## src/rtl/dmem_arbiter_if.sv

```systemverilog
// Bus bundle between the two requesters, the arbiter and the data memory.
// The slave modport is the arbiter's view; the master modport is the
// environment's view (requesters plus the memory that drives readData).
interface dmem_arbiter_if #(
  parameter int ADDR_W = 5,
  parameter int DATA_W = 32
);
  // requester 0 (CPU memory stage)
  logic              req0;
  logic              we0;
  logic [ADDR_W-1:0] addr0;
  logic [DATA_W-1:0] wdata0;
  logic              ack0;
  // requester 1 (DMA / debug loader)
  logic              req1;
  logic              we1;
  logic [ADDR_W-1:0] addr1;
  logic [DATA_W-1:0] wdata1;
  logic              ack1;
  // shared response
  logic              err;
  logic [DATA_W-1:0] rdata;
  logic              busy;
  // memory side
  logic [ADDR_W-1:0] memAddr;
  logic              memWrite;
  logic              memRead;
  logic [DATA_W-1:0] writeData;
  logic [DATA_W-1:0] readData;

  modport slave (
    input  req0, we0, addr0, wdata0,
    input  req1, we1, addr1, wdata1,
    input  readData,
    output ack0, ack1, err, rdata, busy,
    output memAddr, memWrite, memRead, writeData
  );

  modport master (
    output req0, we0, addr0, wdata0,
    output req1, we1, addr1, wdata1,
    output readData,
    input  ack0, ack1, err, rdata, busy,
    input  memAddr, memWrite, memRead, writeData
  );
endinterface

```

## src/rtl/dmem_arbiter.sv

```systemverilog
// Two-requester round-robin arbiter in front of a single-port, byte-addressed
// data memory. One word access in flight: IDLE -> ACCESS -> RESP -> IDLE.
// All memory-side and requester-side outputs are registered.
module dmem_arbiter #(
  parameter int ADDR_W      = 5,
  parameter int DATA_W      = 32,
  parameter bit ALIGN_CHECK = 1'b1
) (
  input  logic          clk,
  input  logic          reset,
  dmem_arbiter_if.slave bus
);

  localparam int BYTES_PER_WORD = DATA_W / 8;
  localparam logic [ADDR_W-1:0] ALIGN_MASK = ADDR_W'(BYTES_PER_WORD - 1);
  // Highest byte address at which a whole word still fits in memory.
  localparam logic [ADDR_W-1:0] MAX_ADDR = ADDR_W'((2 ** ADDR_W) - BYTES_PER_WORD);

  typedef enum logic [1:0] {
    IDLE,
    ACCESS,
    RESP
  } state_t;

  state_t            state;
  logic              last;     // requester served most recently
  logic              winner;   // requester of the transaction in flight
  logic              curWe;
  logic              curBad;

  logic              grant1;
  logic              selWe;
  logic [ADDR_W-1:0] selAddr;
  logic [DATA_W-1:0] selWdata;
  logic              selBad;

  // Round-robin pick and legality check of the candidate request
  always_comb begin
    grant1   = bus.req1 && (!bus.req0 || !last);
    selWe    = grant1 ? bus.we1    : bus.we0;
    selAddr  = grant1 ? bus.addr1  : bus.addr0;
    selWdata = grant1 ? bus.wdata1 : bus.wdata0;
    selBad   = (ALIGN_CHECK && ((selAddr & ALIGN_MASK) != '0)) ||
               (selAddr > MAX_ADDR);
  end

  // Transaction FSM with registered memory strobes and responses.
  // last is updated on entry to RESP rather than during it; nothing can
  // observe the difference because arbitration only happens in IDLE.
  always_ff @(posedge clk or posedge reset) begin
    if (reset) begin
      state         <= IDLE;
      last          <= 1'b1;
      winner        <= 1'b0;
      curWe         <= 1'b0;
      curBad        <= 1'b0;
      bus.memAddr   <= '0;
      bus.writeData <= '0;
      bus.memWrite  <= 1'b0;
      bus.memRead   <= 1'b0;
      bus.ack0      <= 1'b0;
      bus.ack1      <= 1'b0;
      bus.err       <= 1'b0;
      bus.rdata     <= '0;
      bus.busy      <= 1'b0;
    end else begin
      case (state)
        IDLE: begin
          if (bus.req0 || bus.req1) begin
            winner        <= grant1;
            curWe         <= selWe;
            curBad        <= selBad;
            bus.memAddr   <= selAddr;
            bus.writeData <= selWdata;
            bus.memWrite  <= selWe && !selBad;
            bus.memRead   <= !selWe && !selBad;
            bus.busy      <= 1'b1;
            state         <= ACCESS;
          end
        end
        ACCESS: begin
          bus.memWrite <= 1'b0;
          bus.memRead  <= 1'b0;
          if (!curWe && !curBad) begin
            bus.rdata <= bus.readData;
          end
          bus.ack0 <= !winner;
          bus.ack1 <= winner;
          bus.err  <= curBad;
          last     <= winner;
          state    <= RESP;
        end
        RESP: begin
          bus.ack0 <= 1'b0;
          bus.ack1 <= 1'b0;
          bus.err  <= 1'b0;
          bus.busy <= 1'b0;
          state    <= IDLE;
        end
        default: begin
          bus.memWrite <= 1'b0;
          bus.memRead  <= 1'b0;
          bus.ack0     <= 1'b0;
          bus.ack1     <= 1'b0;
          bus.err      <= 1'b0;
          bus.busy     <= 1'b0;
          state        <= IDLE;
        end
      endcase
    end
  end

endmodule

```

## src/flat_wrapper.sv

```systemverilog
// flat-port wrapper written by rule: the top's interface ports become plain ports
module dmem_arbiter_flat 
#(
  parameter int ADDR_W      = 5,
  parameter int DATA_W      = 32,
  parameter bit ALIGN_CHECK = 1'b1
)
  (clk, reset, bus_req0, bus_we0, bus_addr0, bus_wdata0, bus_req1, bus_we1, bus_addr1, bus_wdata1, bus_readData, bus_ack0, bus_ack1, bus_err, bus_rdata, bus_busy, bus_memAddr, bus_memWrite, bus_memRead, bus_writeData);
  dmem_arbiter_if #(.ADDR_W(ADDR_W), .DATA_W(DATA_W)) bus_i ();
  input  logic clk;
  input  logic reset;
  input wire logic [$bits(bus_i.req0)-1:0] bus_req0;
  input wire logic [$bits(bus_i.we0)-1:0] bus_we0;
  input wire logic [$bits(bus_i.addr0)-1:0] bus_addr0;
  input wire logic [$bits(bus_i.wdata0)-1:0] bus_wdata0;
  input wire logic [$bits(bus_i.req1)-1:0] bus_req1;
  input wire logic [$bits(bus_i.we1)-1:0] bus_we1;
  input wire logic [$bits(bus_i.addr1)-1:0] bus_addr1;
  input wire logic [$bits(bus_i.wdata1)-1:0] bus_wdata1;
  input wire logic [$bits(bus_i.readData)-1:0] bus_readData;
  output wire logic [$bits(bus_i.ack0)-1:0] bus_ack0;
  output wire logic [$bits(bus_i.ack1)-1:0] bus_ack1;
  output wire logic [$bits(bus_i.err)-1:0] bus_err;
  output wire logic [$bits(bus_i.rdata)-1:0] bus_rdata;
  output wire logic [$bits(bus_i.busy)-1:0] bus_busy;
  output wire logic [$bits(bus_i.memAddr)-1:0] bus_memAddr;
  output wire logic [$bits(bus_i.memWrite)-1:0] bus_memWrite;
  output wire logic [$bits(bus_i.memRead)-1:0] bus_memRead;
  output wire logic [$bits(bus_i.writeData)-1:0] bus_writeData;
  assign bus_i.req0 = bus_req0;
  assign bus_i.we0 = bus_we0;
  assign bus_i.addr0 = bus_addr0;
  assign bus_i.wdata0 = bus_wdata0;
  assign bus_i.req1 = bus_req1;
  assign bus_i.we1 = bus_we1;
  assign bus_i.addr1 = bus_addr1;
  assign bus_i.wdata1 = bus_wdata1;
  assign bus_i.readData = bus_readData;
  assign bus_ack0 = bus_i.ack0;
  assign bus_ack1 = bus_i.ack1;
  assign bus_err = bus_i.err;
  assign bus_rdata = bus_i.rdata;
  assign bus_busy = bus_i.busy;
  assign bus_memAddr = bus_i.memAddr;
  assign bus_memWrite = bus_i.memWrite;
  assign bus_memRead = bus_i.memRead;
  assign bus_writeData = bus_i.writeData;
  dmem_arbiter #(.ADDR_W(ADDR_W), .DATA_W(DATA_W), .ALIGN_CHECK(ALIGN_CHECK)) u_core (.clk(clk), .reset(reset), .bus(bus_i));
endmodule
```

## config.mk

```make
export PLATFORM = sky130hd
export DESIGN_NAME = dmem_arbiter_flat
export DESIGN_NICKNAME = d
export VERILOG_FILES = /design/src/rtl/dmem_arbiter_if.sv /design/src/rtl/dmem_arbiter.sv /design/src/flat_wrapper.sv
export SDC_FILE = /design/constraint.sdc
export NUM_CORES = 1
export LEC_CHECK = 0
export ABC_AREA = 1
export CAP_MARGIN = 25
export CORE_MARGIN = 3
export CORE_UTILIZATION = 35
export CTS_CLUSTER_DIAMETER = 150
export DETAILED_ROUTE_END_ITERATION = 10
export GPL_TIMING_DRIVEN = 0
export PLACE_DENSITY = 0.79
export SLEW_MARGIN = 0
export SYNTH_ARGS = -nofsm -noshare
export SYNTH_HDL_FRONTEND = slang
export SYNTH_SLANG_ARGS = --single-unit
export TNS_END_PERCENT = 30
```

## constraint.sdc

```tcl
create_clock -name clk -period 2.8 [get_ports clk]
set_input_delay 0.56 -clock clk [delete_from_list [all_inputs] [get_ports clk]]
set_output_delay 0.56 -clock clk [all_outputs]
set_load 0.05 [all_outputs]
```

==> flow_metrics.tcl, run 1 <==
set metrics [dict create \
    drt_iter0_drc 280 \
    critPathArrivalTime_ns 1.55 \
    antenna_found_initial 0 \
    ioPinCount 187 \
    fmax_mhz 473 \
    path_buf_inv 1 \
    whs_ns 0.477 \
    grt_pass1_vias 3645 \
    synth_cells 416 \
    total_power_uw 7670 \
    path_delay_family "buffers and inverters" \
    clkPwrFrac 0.115 \
    detail_route.wl_per_cell_um 15.3 \
    insertion_delay_ns 0.35 \
    diodes 0 \
    hp-class "reg2reg" \
    slew_violations 0 \
    ys_seq_area_frac 0.551 \
    clk_pin_slew_ns 0.09 \
    numPlacedInstances 735 \
    gp_congestion 0.729 \
    dieArea_sq_um 11800 \
    cts_tree "yes" \
    cts_setup_buffers 0 \
    synth-edff-count 0 \
    tightest_slew_ns 0.640 \
    leakage_uw 0.00262 \
    coreArea_sq_um 10000 \
    cts.sinks 81 \
    holdBufCountCts 0 \
    instances_no_fill 751 \
    portBuffers 185 \
    seq_power_share 0.271 \
    synthArstFlopShare 1.00 \
    antenna_left 0 \
    fin_crit_sh 0.754 \
    slew-limit-headroom 0.574 \
    syn_avg_cell_area_sq_um 8.85 \
    cp_slowest_cell "clkdlybuf4s50_1" \
    grt_max_degree 45 \
    setup_viol 0 \
    fin_nets 725 \
    p_switching_uw 3890 \
    grt_pass1_wl_mm 18.0 \
    hpwl_mm 8.97 \
    period_minus_slack_ns 2.11 \
    yosysUniqueCellTypes 19 \
    wl_mm 11.5 \
    rsz0062_at_grt "no" \
    crit_chain "clkdlybuf4s50_1" \
    p_int_uw 3780 \
    finalHoldViolCount 0 \
    die_y_um 109 \
    maxCapViolCount 0 \
    via_count 3676 \
    ctsResizeCount 0 \
    clockBufferDepth 2 \
    switching_share 0.507 \
    die_w_um 109 \
    worst_setup_path_end_kind "output pin" \
    track_usage 0.195 \
    synth-seq-cells 81 \
    path_max_fanout 2 \
    cts_root_buf "clkbuf_8" \
    rows 36 \
    required_ns 2.24 \
    start_kind "flip-flop" \
    syn_area_sq_um 3680 \
    ys_top_cells_by_count "130 x nand2_1, 80 x dfrtp_1, 73 x nand3_1" \
    synth_ff_type "dfrtp_1" \
    yosys-top-cells-area "dfrtp_1 54%, nand2_1 13%, nand3_1 9.9%" \
    area_growth_pct 60.9 \
    p_per_area_nw_per_um2 1290 \
    cts.htree.levels 3 \
    synth_warnings 0 \
    status "finished, final reports clean" \
    slowest_delay_ns 0.86 \
    routed_via_density 4.89 \
    route.detailed.drc 0 \
    synth_top_area_share 0.543 \
    firstDrtPassIters 5 \
    skew_ns 0.0126 \
    yosysTopAreaCell "dfrtp_1" \
    cts_buffers 9 \
    drive_gt1_frac 0.107 \
    ir_worst_vdd_uv 708 \
    pwr-share-comb 0.614 \
    syn_nets 528 \
    synth.most_common_cell "nand2_1" \
    grt-ovfl-total 0 \
    start_util 0.368 \
    worstSetupPathType "reg2out" \
]
power by group through the flow:
stage	registers [uW]	clock network (uW)	logic, uW
floorplan	3950	0	1230
global placement	2070	0	4670
detailed placement	2100	0	4740
CTS	2080	900	4740
global route	2150	951	5010
finish	2080	881	4700
per-layer routing:
layer  routed length, um  vias up  track usage
met5                   0        -            0
met4                  76        0       0.0604
met3                1280        6       0.0675
met2                5630      159        0.335
met1                4520     1741        0.230
li1                    -     1770            -
through the flow:
stage | util | setup TNS [ns] | setup slack [ns] | area, sq um
2_1_floorplan | - | 0 | 0.162 | 3680
6_report | 0.593 | 0 | 0.687 | 5930
3_5_place_dp | 0.572 | 0 | 0.696 | 5720
3_3_place_gp | 0.570 | -84.33 | -1.06 | 5700
4_1_cts | 0.593 | 0 | 0.653 | 5930
5_1_grt | 0.593 | 0 | 0.621 | 5930
tightest hold or removal path, cell delays in order, from the launching register on:
cell and delay (ns):
dfrtp_1 0.35, nand2_1 0.05, nand2_1 0.05
worst paths after layout:
| path | cells past startpoint | start | slack [ns] | to |
|---|---|---|---|---|
| worst max-delay path | 1 | u_core.bus.memRead$_DFFE_PP0P_ | 0.69 | bus_memRead |
| worst min-delay path | 2 | u_core.bus.rdata[13]$_DFFE_PP0P_ | 0.48 | u_core.bus.rdata[13]$_DFFE_PP0P_ |
| worst max register to register | 5 | u_core.curBad$_DFFE_PP0P_ | 1.38 | u_core.bus.rdata[6]$_DFFE_PP0P_ |
| worst min register to register | 2 | u_core.bus.rdata[13]$_DFFE_PP0P_ | 0.48 | u_core.bus.rdata[13]$_DFFE_PP0P_ |
| max in group asynchronous | 3 | reset | 1.55 | u_core.last$_DFFE_PP1P_ |
| min in group asynchronous | 2 | reset | 0.60 | u_core.bus.rdata[30]$_DFFE_PP0P_ |
placed cells by master (no fill, tap or decap):
master | Yosys | layout
clkdlybuf4s50_1 | 0 | 185
inv_2 | 3 | 3
inv_4 | 0 | 1
buf_2 | 15 | 15
bufinv_16 | 0 | 1
clkinvlp_4 | 0 | 1
nor2_4 | 3 | 3
clkbuf_8 | 0 | 10
buf_4 | 3 | 3
a31oi_1 | 23 | 23
buf_8 | 4 | 4
clkinv_2 | 0 | 2
a31oi_2 | 12 | 12
nor2_2 | 2 | 2
nand2_2 | 3 | 3
inv_6 | 0 | 1
nand2_1 | 130 | 130
nand3b_1 | 3 | 3
clkinv_4 | 0 | 1
dfrtp_1 | 80 | 80
inv_1 | 6 | 5
dfstp_2 | 1 | 1
clkbuf_1 | 6 | 6
o21ai_0 | 6 | 6
buf_6 | 2 | 2
nor2_1 | 41 | 41
buf_12 | 0 | 1
nand3_1 | 73 | 73
logic make-up (layout without fill, tap and decap cells):
group	after synthesis	in the layout	synth area share
AO/OA/AOI/OAI	41	41	0.0880
buffers and inverters	39	241	0.0642
flip-flops	81	81	0.551
AND/OR/NAND/NOR	255	255	0.297
area by class of cell:
class                      instances  area [sq um]
fill                             912          4070
sequential                        81          2030
clock inverter                     6          65.1
timing repair buffer             186          1870
inverter                           9          36.3
buffer                            30           203
clock buffer                      10           138
multi-input combinational        296          1420
tap                              133           166
state kept, by name (all words and copies together) (netlist names):
signal / cells
u_core.bus.busy: 1
u_core.last: 1
u_core.winner: 1
u_core.bus.rdata: 32
u_core.bus.writeData: 32
u_core.bus.ack0: 1
u_core.state: 2
u_core.bus.memWrite: 1
u_core.bus.memRead: 1
u_core.bus.memAddr: 5
u_core.curWe: 1
u_core.curBad: 1
u_core.bus.err: 1
u_core.bus.ack1: 1
(Power assumes the default switching activity.)
==> inputs of run 2 (changes only) <==
==> constraint.sdc (replaced) <==
create_clock -name clk -period 1.8 [get_ports clk]
set_input_delay 0.36 -clock clk [delete_from_list [all_inputs] [get_ports clk]]
set_output_delay 0.36 -clock clk [all_outputs]
set_load 0.05 [all_outputs]
==> run 2 against run 1 <==
  * Critical endpoint is now bus_memAddr[4]
  * Sequential share of layout area rose by 0.38 points
  * Largest power group unchanged
  * Highest routed layer unchanged
  * Sequential power up 55%
  * Non-clock buffer count up 1
==> flow_metrics.tcl, run 2 (synthesis results as in run 1) <==
set metrics [dict create \
    status "finished, final reports clean" \
    p_int_uw 5430 \
    routed_via_density 4.84 \
    die_y_um 109 \
    numPlacedInstances 736 \
    grt_pass1_wl_mm 18.3 \
    area_growth_pct 59.1 \
    clk_pin_slew_ns 0.08 \
    diodes 0 \
    top_regs "u_core.bus.rdata (32), u_core.bus.writeData (32), u_core.bus.memAddr (5)" \
    path_buf_inv 1 \
    cts_tree "yes" \
    worst_setup_path_end_kind "output pin" \
    period_minus_slack_ns 1.67 \
    layout_commonest_cell "nand2_1" \
    leakage_uw 0.00273 \
    rsz0062_at_grt "no" \
    cts.sinks 81 \
    cts.htree.levels 3 \
    required_ns 1.44 \
    crit_chain "dlygate4sd2_1" \
    maxCapViolCount 0 \
    fin_nets 726 \
    cts_buffers 9 \
    seq_power_share 0.283 \
    antenna_found_initial 0 \
    instances_no_fill 751 \
    p_switching_uw 5960 \
    drt_iter0_drc 235 \
    path_delay_family "buffers and inverters" \
    p_per_area_nw_per_um2 1940 \
    clockBufferDepth 2 \
    tightest_slew_ns 0.589 \
    insertion_delay_ns 0.34 \
    slew_violations 0 \
    clkPwrFrac 0.126 \
    coreArea_sq_um 10000 \
    slowest_delay_ns 0.56 \
    final.setup.tns_ns 0 \
    design_area_sq_um 5860 \
    wl_mm 11.3 \
    cts_root_buf "clkbuf_8" \
    final_cell_mix "130 x nand2_1, 110 x clkdlybuf4s50_1, 80 x dfrtp_1" \
    setup_viol 0 \
    grt_max_degree 33 \
    finalHoldViolCount 0 \
    dieArea_sq_um 11800 \
    track_usage 0.200 \
    ir_worst_vdd_uv 931 \
    slew-limit-headroom 0.608 \
    die_w_um 109 \
    critPathArrivalTime_ns 1.31 \
    worstSetupPathType "reg2out" \
    ioPinCount 187 \
    placed_cell_area_sq_um 5750 \
    pwr-share-comb 0.591 \
    switching_share 0.523 \
    skew_ns 0.0101 \
    start_util 0.368 \
    hpwl_mm 8.91 \
    fmax_mhz 600 \
    grt_pass1_vias 3704 \
    grt-ovfl-total 0 \
    total_power_uw 11400 \
    hp-class "in2async" \
    path_max_fanout 2 \
    route.detailed.drc 0 \
    rows 36 \
    antenna_left 0 \
    start_kind "flip-flop" \
    fin_crit_sh 0.926 \
    firstDrtPassIters 4 \
    drive_gt1_frac 0.104 \
    detail_route.wl_per_cell_um 15.1 \
    portBuffers 185 \
    via_count 3637 \
    cp_slowest_cell "dlygate4sd2_1" \
    gp_congestion 0.791 \
]
run 2: area by class of cell:
type | count | area, sq um
Multi-Input combinational cell | 296 | 1420
Buffer | 30 | 203
Clock inverter | 3 | 65.1
Inverter | 9 | 37.5
Clock buffer | 12 | 145
Fill cell | 921 | 4140
Tap cell | 133 | 166
Timing Repair Buffer | 187 | 1800
Sequential cell | 81 | 2030
run 2: layer usage:
| layer | vias to the layer above | wire length (um) | GRT usage |
|---|---|---|---|
| met5 | - | 0 | 0 |
| li1 | 1772 | - | - |
| met4 | 0 | 270 | 0.0757 |
| met1 | 1676 | 4640 | 0.244 |
| met3 | 22 | 1080 | 0.0669 |
| met2 | 167 | 5340 | 0.327 |
run 2: final timing paths:
check                                                  startpoint                              endpoint  slack [ns]  cells after the start
min in group clk                  u_core.bus.rdata[9]$_DFFE_PP0P_       u_core.bus.rdata[9]$_DFFE_PP0P_        0.47                      2
worst max register to register            u_core.last$_DFFE_PP1P_             u_core.curBad$_DFFE_PP0P_        0.39                      8
worst max-delay path            u_core.bus.memAddr[4]$_DFFE_PP0P_                        bus_memAddr[4]        0.13                      1
worst min-delay path                                        reset  u_core.bus.writeData[30]$_DFFE_PP0P_        0.39                      2
max in group asynchronous                                   reset               u_core.last$_DFFE_PP1P_        0.83                      3
worst min register to register    u_core.bus.rdata[9]$_DFFE_PP0P_       u_core.bus.rdata[9]$_DFFE_PP0P_        0.47                      2
run 2: power groups by stage:
stage                     combinational [uW]  clock (uW)  sequential (uW)
after floorplan                         1920           0             6140
after global placement                  7280           0             3230
after detailed placement                7370           0             3290
after CTS                               6800        1480             3230
after global routing                    7200        1580             3330
final                                   6730        1440             3220
run 2: what timing repair did:
item                                    in CTS  in global routing
buffers inserted                             0                  0
gates resized for setup                     75                  0
endpoints found under the setup margin      75                  0
hold buffers                                 0                  0
run 2: per-stage QoR:
stage	setup WS, ns	hold slack [ns]	util
5_1_grt	0.0667	0.412	0.586
3_3_place_gp	-0.381	0.454	0.571
2_1_floorplan	0.517	0.458	-
3_5_place_dp	-0.0666	0.458	0.575
4_1_cts	0.0955	0.382	0.586
6_report	0.134	0.388	0.586
==> RTL change 1 (settings of run 1) <==
Make the reset (`reset`) synchronous in one clocked block.
--- a/src/rtl/dmem_arbiter.sv
+++ b/src/rtl/dmem_arbiter.sv
@@ -49,3 +49,3 @@
   // observe the difference because arbitration only happens in IDLE.
-  always_ff @(posedge clk or posedge reset) begin
+  always_ff @(posedge clk) begin
     if (reset) begin
Behaviour: differs if reset is asserted again (counterexample within 4 cycles, from zero or initial values and one cycle with reset high); with reset held inactive, the same outputs for 10 cycles.
==> RTL change 1 against run 1 <==
Critical endpoint is now bus_memWrite. Routed wire length fell by 10%. Design area fell by 11%. Critical path depth did not move. Sequential share of layout area fell by 3.5 points. Setup slack barely moved. Count of clock-buffer cells in the layout did not move. Sequential cell count did not move. Highest routed layer unchanged. Synthesized area fell by 16%. Clock skew fell by 0.0024 ns. Via count fell by 4.9%. Register-to-register slack got worse by 0.07 ns.
Power is not compared: it rests on default switching activity, and its combinational part moved more than twofold at a synthesized area within 25%.
==> RTL change 1: results (changes against run 1) <==
\begin{tabular}{lr}
\hline
Metric & Value \\
\hline
\multicolumn{2}{l}{\textbf{Timing}} \\
Worst Skew & 0.01023 ns (-0.002364 ns) \\
Max-slew headroom & 63.97\% (+6.6 points) \\
Post-route worst setup slack & 0.6873 ns (-0.0001190 ns) \\
\multicolumn{2}{l}{\textbf{Outcome}} \\
Status & complete, no violations \\
\multicolumn{2}{l}{\textbf{Setup path}} \\
Number of cells traversed by the worst register-to-register path & 6 (+1) \\
Slack of the worst reg-to-reg path & 1.31 ns (-0.07 ns) \\
Largest stage delay on the critical path & 0.85 ns \\
Capture point of the critical path & bus\_memWrite \\
Critical R2R Launch & u\_core.last\$\_SDFFE\_PP1P\_ \\
Startpoint of the worst setup timing path & u\_core.bus.memWrite\$\_SDFFE\_PP0P\_ \\
Crit path max-delay family & buffers and inverters \\
Worst R2R End & u\_core.bus.memAddr[4]\$\_SDFFE\_PP0P\_ \\
\multicolumn{2}{l}{\textbf{Logic synthesis}} \\
Main area contributors after synthesis & sky130\_fd\_sc\_hd\_\_dfxtp\_1 52\%, sky130\_fd\_sc\_hd\_\_nand2\_1 11\%, sky130\_fd\_sc\_hd\_\_nor2\_1 8.5\% \\
Commonest cells post-synth & 90 x sky130\_fd\_sc\_hd\_\_nand2\_1, 81 x sky130\_fd\_sc\_hd\_\_dfxtp\_1, 70 x sky130\_fd\_sc\_hd\_\_nor2\_1 \\
Number of library cell types mapped by synthesis & 21 (+2) \\
Seq/Total Area, Yosys & 52.22\% (-2.8 points) \\
Avg Inst Size Synth & 7.649 um2 (-14\%) \\
Fraction of synthesis flops using an asynchronous set or reset pin & 0\% (-100 points) \\
Syn Nets & 518 (-1.9\%) \\
\multicolumn{2}{l}{\textbf{Routing}} \\
Wire length per cell after detailed routing & 14.48 um (-5.5\%) \\
Number of DRC markers after the initial detailed-route iteration & 99 (-65\%) \\
DR vias/cell & 4.903 (+0.17\%) \\
Detailed-router iteration count before antenna repair & 4 (-1) \\
Length of routed met3 wiring & 809 um (-37\%) \\
Total met2 wirelength after detailed routing & 5143 um (-8.7\%) \\
Wire length reported by the detailed router & 10320 um (-10\%) \\
Total routed wire length on the met1 layer & 4231 um (-6.3\%) \\
\multicolumn{2}{l}{\textbf{Global route}} \\
Number of global-route vias before repair & 3425 (-6.0\%) \\
Largest net degree at the start of global routing & 16 (-64\%) \\
Wire length of the first global-routing pass & 16510 um (-8.5\%) \\
Total global-route track usage & 20.51\% (+0.97 points) \\
\multicolumn{2}{l}{\textbf{Power}} \\
Worst voltage drop across the vdd grid & 0.2379 mV \\
Leakage power & 2.137 nW \\
\multicolumn{2}{l}{\textbf{CTS}} \\
H-tree depth & 3 (unchanged) \\
\multicolumn{2}{l}{\textbf{Final layout}} \\
\# nets final & 715 (-1.4\%) \\
\multicolumn{2}{l}{\textbf{Place}} \\
Port Buf Inserts & 186 (+0.54\%) \\
Routability congestion estimate from global placement & 0.8385 (+15\%) \\
Pre-CTS setup slack & 0.5181 ns (-0.1778 ns) \\
Detailed placement HPWL & 7915 um (-12\%) \\
Placed Instances & 697 (-5.2\%) \\
\hline
\end{tabular}
RTL change 1: changes by cell type in the layout (fill, tap and decap cells not counted), moves of 3 or more:
cell,before,now
sky130_fd_sc_hd__buf_8,4,0
sky130_fd_sc_hd__nor2_1,41,70
sky130_fd_sc_hd__buf_2,15,20
sky130_fd_sc_hd__a21oi_1,0,6
sky130_fd_sc_hd__o21ai_0,6,23
sky130_fd_sc_hd__nand2_1,130,90
sky130_fd_sc_hd__nand3_1,73,7
sky130_fd_sc_hd__a31oi_1,23,37
sky130_fd_sc_hd__a31oi_2,12,0
sky130_fd_sc_hd__o21ai_1,0,49
sky130_fd_sc_hd__dfrtp_1,80,0
sky130_fd_sc_hd__dfxtp_1,0,81
sky130_fd_sc_hd__nand2_2,3,0
RTL change 1: worst min path at each step:
stage	start	endpoint	slack (ns)	depth (start not counted)
finish	u_core.bus.ack1$_SDFFE_PP0N_	u_core.bus.ack1$_SDFFE_PP0N_	0.47	2
floorplan	u_core.last$_SDFFE_PP1P_	u_core.last$_SDFFE_PP1P_	0.43	2
global placement	u_core.bus.ack1$_SDFFE_PP0N_	u_core.bus.ack1$_SDFFE_PP0N_	0.45	2
CTS	u_core.bus.ack1$_SDFFE_PP0N_	u_core.bus.ack1$_SDFFE_PP0N_	0.47	2
global route	u_core.last$_SDFFE_PP1P_	u_core.last$_SDFFE_PP1P_	0.51	2
detailed placement	u_core.bus.ack1$_SDFFE_PP0N_	u_core.bus.ack1$_SDFFE_PP0N_	0.46	2
RTL change 1: area by class of cell:
type / instances / area (um2)
Multi-Input combinational cell: 288 / 1316
Clock buffer: 10 / 137.6
Clock inverter: 6 / 50.05
Sequential cell: 81 / 1622
Tap cell: 105 / 131.4
Buffer: 29 / 137.6
Timing Repair Buffer: 186 / 1862
Fill cell: 756 / 3137
Inverter: 8 / 30.03
RTL change 1: metal layers:
| metal | global-route usage (%) | vias up |
|---|---|---|
| met5 | 0 | - |
| met4 | 6.839 | 0 |
| met3 | 5.142 | 12 |
| met2 | 35.32 | 131 |
| met1 | 24.97 | 1594 |
| li1 | - | 1759 |
RTL change 1: cell families (layout without fill, tap and decap cells):
group                  Yosys count  after routing  share of synthesized area [%]
AOI/OAI and AO/OA              117            117                          20.59
buffers and inverters           37            239                          5.399
DFF                             81             81                          52.22
and+or+nand+nor                171            171                          21.80
RTL change 1: stage by stage:
step | area [um2] | hold WS [ns] | util (%)
6_report | 5286 | 0.4704 | 62.76
2_1_floorplan | 3105 | 0.4287 | -
5_1_grt | 5286 | 0.5114 | 62.76
3_3_place_gp | 5099 | 0.4539 | 60.53
4_1_cts | 5286 | 0.4741 | 62.76
3_5_place_dp | 5099 | 0.4608 | 60.53
==> RTL change 2 (config.mk and constraints of run 1) <==
Without the edit above. `ALIGN_CHECK` is set to 1'b1 in 2 places; all go to 1'b0.
--- a/src/rtl/dmem_arbiter.sv
+++ b/src/rtl/dmem_arbiter.sv
@@ -6,3 +6,3 @@
   parameter int DATA_W      = 32,
-  parameter bit ALIGN_CHECK = 1'b1
+  parameter bit ALIGN_CHECK = 1'b0
 ) (
--- a/src/flat_wrapper.sv
+++ b/src/flat_wrapper.sv
@@ -5,3 +5,3 @@
   parameter int DATA_W      = 32,
-  parameter bit ALIGN_CHECK = 1'b1
+  parameter bit ALIGN_CHECK = 1'b0
 )
Check against the original RTL: not equivalent (Yosys sat finds a counterexample within 4 cycles, from zero or initial values and one cycle with reset high).
==> RTL change 2 against run 1 <==
Routed wire length down 9.3%. Setup slack worse by 0.0097 ns. Synthesized area down 3.4%. Design area down 1.9%. Sequential cell count unchanged. Power up 0.81%. Combinational power up 1%. Largest cell class unchanged. Largest power group unchanged. Highest routed layer unchanged.
==> RTL change 2: results (changes against run 1) <==
\begin{tabular}{lr}
\hline
Metric & Value \\
\hline
\multicolumn{2}{l}{\textbf{Place}} \\
Placed Instances & 659 (-10\%) \\
Routability congestion estimate from global placement & 0.7257 (-0.43\%) \\
\multicolumn{2}{l}{\textbf{Setup path}} \\
Capture point of the critical path & bus\_busy \\
Worst R2R End & u\_core.bus.writeData[8]\$\_DFFE\_PP0P\_ \\
Startpoint of the worst setup timing path & u\_core.bus.busy\$\_DFFE\_PP0P\_ \\
Slack of the worst reg-to-reg path & 1.22 ns (-0.16 ns) \\
\multicolumn{2}{l}{\textbf{Final layout}} \\
Fill cells & 861 (-5.6\%) \\
Post-Layout Cell Count & 675 (-10\%) \\
\# nets final & 649 (-10\%) \\
\multicolumn{2}{l}{\textbf{Global route}} \\
Wire length of the first global-routing pass & 16730 um (-7.3\%) \\
Largest net degree at the start of global routing & 53 (+18\%) \\
Number of global-route vias before repair & 3290 (-9.7\%) \\
Total global-route track usage & 18.63\% (-0.92 points) \\
\multicolumn{2}{l}{\textbf{Routing}} \\
Wire length per cell after detailed routing & 15.46 um (+0.94\%) \\
Number of DRC markers after the initial detailed-route iteration & 132 (-53\%) \\
Routed via count & 3131 (-15\%) \\
\multicolumn{2}{l}{\textbf{Power}} \\
Leakage power & 2.633 nW (+0.65\%) \\
Worst voltage drop across the vdd grid & 0.7430 mV (+5.0\%) \\
\multicolumn{2}{l}{\textbf{Timing}} \\
Fin crit share & 75.80\% (+0.35 points) \\
Max-slew headroom & 63.45\% (+6.1 points) \\
Worst Skew & 0.009248 ns (-0.003342 ns) \\
\multicolumn{2}{l}{\textbf{Logic synthesis}} \\
Seq/Total Area, Yosys & 57.02\% (+2.0 points) \\
Main area contributors after synthesis & sky130\_fd\_sc\_hd\_\_dfrtp\_1 56\%, sky130\_fd\_sc\_hd\_\_mux2\_4 13\%, sky130\_fd\_sc\_hd\_\_nand2\_1 7.5\% \\
Commonest cells post-synth & 80 x sky130\_fd\_sc\_hd\_\_dfrtp\_1, 71 x sky130\_fd\_sc\_hd\_\_nand2\_1, 43 x sky130\_fd\_sc\_hd\_\_o21ai\_0 \\
Syn Nets & 451 (-15\%) \\
Post-synthesis instance total & 339 (-19\%) \\
Number of library cell types mapped by synthesis & 23 (+4) \\
\multicolumn{2}{l}{\textbf{Outcome}} \\
Status & complete, no violations \\
\hline
\end{tabular}
-- RTL change 2: cell count changes after synthesis, sizes merged --
cell | before | now
nand3 | 73 | 3
o21ai | 6 | 72
nand2 | 133 | 73
a31oi | 35 | 0
mux2 | 0 | 32
buf | 24 | 14
inv | 9 | 15
nor2 | 46 | 41
clkbuf | 6 | 4
a21oi | 0 | 1
a22o | 0 | 1
nand3b | 3 | 2
-- RTL change 2: cells by family after synthesis --
logic type | count (synthesis) | synth area share [%]
simple gates | 119 | 13.44
flops | 81 | 57.02
compound gates | 74 | 10.52
buf+inv | 33 | 5.733
mux | 32 | 13.30
-- RTL change 2: routing by layer --
metal	global-route usage (%)	routed length [um]	up-vias
met5	0	0	-
met3	8.489	1080	4
met4	3.562	36	0
li1	-	-	1503
met2	30.04	4895	143
met1	23.25	4427	1481
-- RTL change 2: worst min-delay path by stage --
stage	start	to	slack (ns)
floorplan	u_core.last$_DFFE_PP1P_	u_core.last$_DFFE_PP1P_	0.44
global placement	u_core.bus.writeData[14]$_DFFE_PP0P_	u_core.bus.writeData[14]$_DFFE_PP0P_	0.47
detailed placement	u_core.bus.memAddr[3]$_DFFE_PP0P_	u_core.bus.memAddr[3]$_DFFE_PP0P_	0.47
CTS	u_core.last$_DFFE_PP1P_	u_core.last$_DFFE_PP1P_	0.49
global route	u_core.bus.writeData[22]$_DFFE_PP0P_	u_core.bus.writeData[22]$_DFFE_PP0P_	0.52
finish	u_core.last$_DFFE_PP1P_	u_core.last$_DFFE_PP1P_	0.49
-- RTL change 2: final cells by class --
type / count / share of cell area (%)
sequential: 81 / 34.88
timing repair buffer: 187 / 32.49
multi-input combinational: 225 / 22.79
tap: 133 / 2.862
buffer: 18 / 2.539
clock buffer: 9 / 2.130
clock inverter: 7 / 1.291
inverter: 15 / 1.011
-- RTL change 2: through the flow --
stage	instance area, um2	hold WS (ns)	utilization [%]	setup TNS, ns
finish	5814	0.4902	59.21	0
global route	5814	0.5170	59.21	0
CTS	5814	0.4938	59.21	0
detailed placement	5615	0.4729	57.19	0
global placement	5585	0.4693	56.88	-86.47
floorplan	3557	0.4422	-	0
-- RTL change 2: power by group --
group | internal, mW | total (mW) | switching, mW
logic | 1.79 | 4.75 | 2.97
clock network | 0.420 | 0.874 | 0.454
registers | 1.77 | 2.10 | 0.336
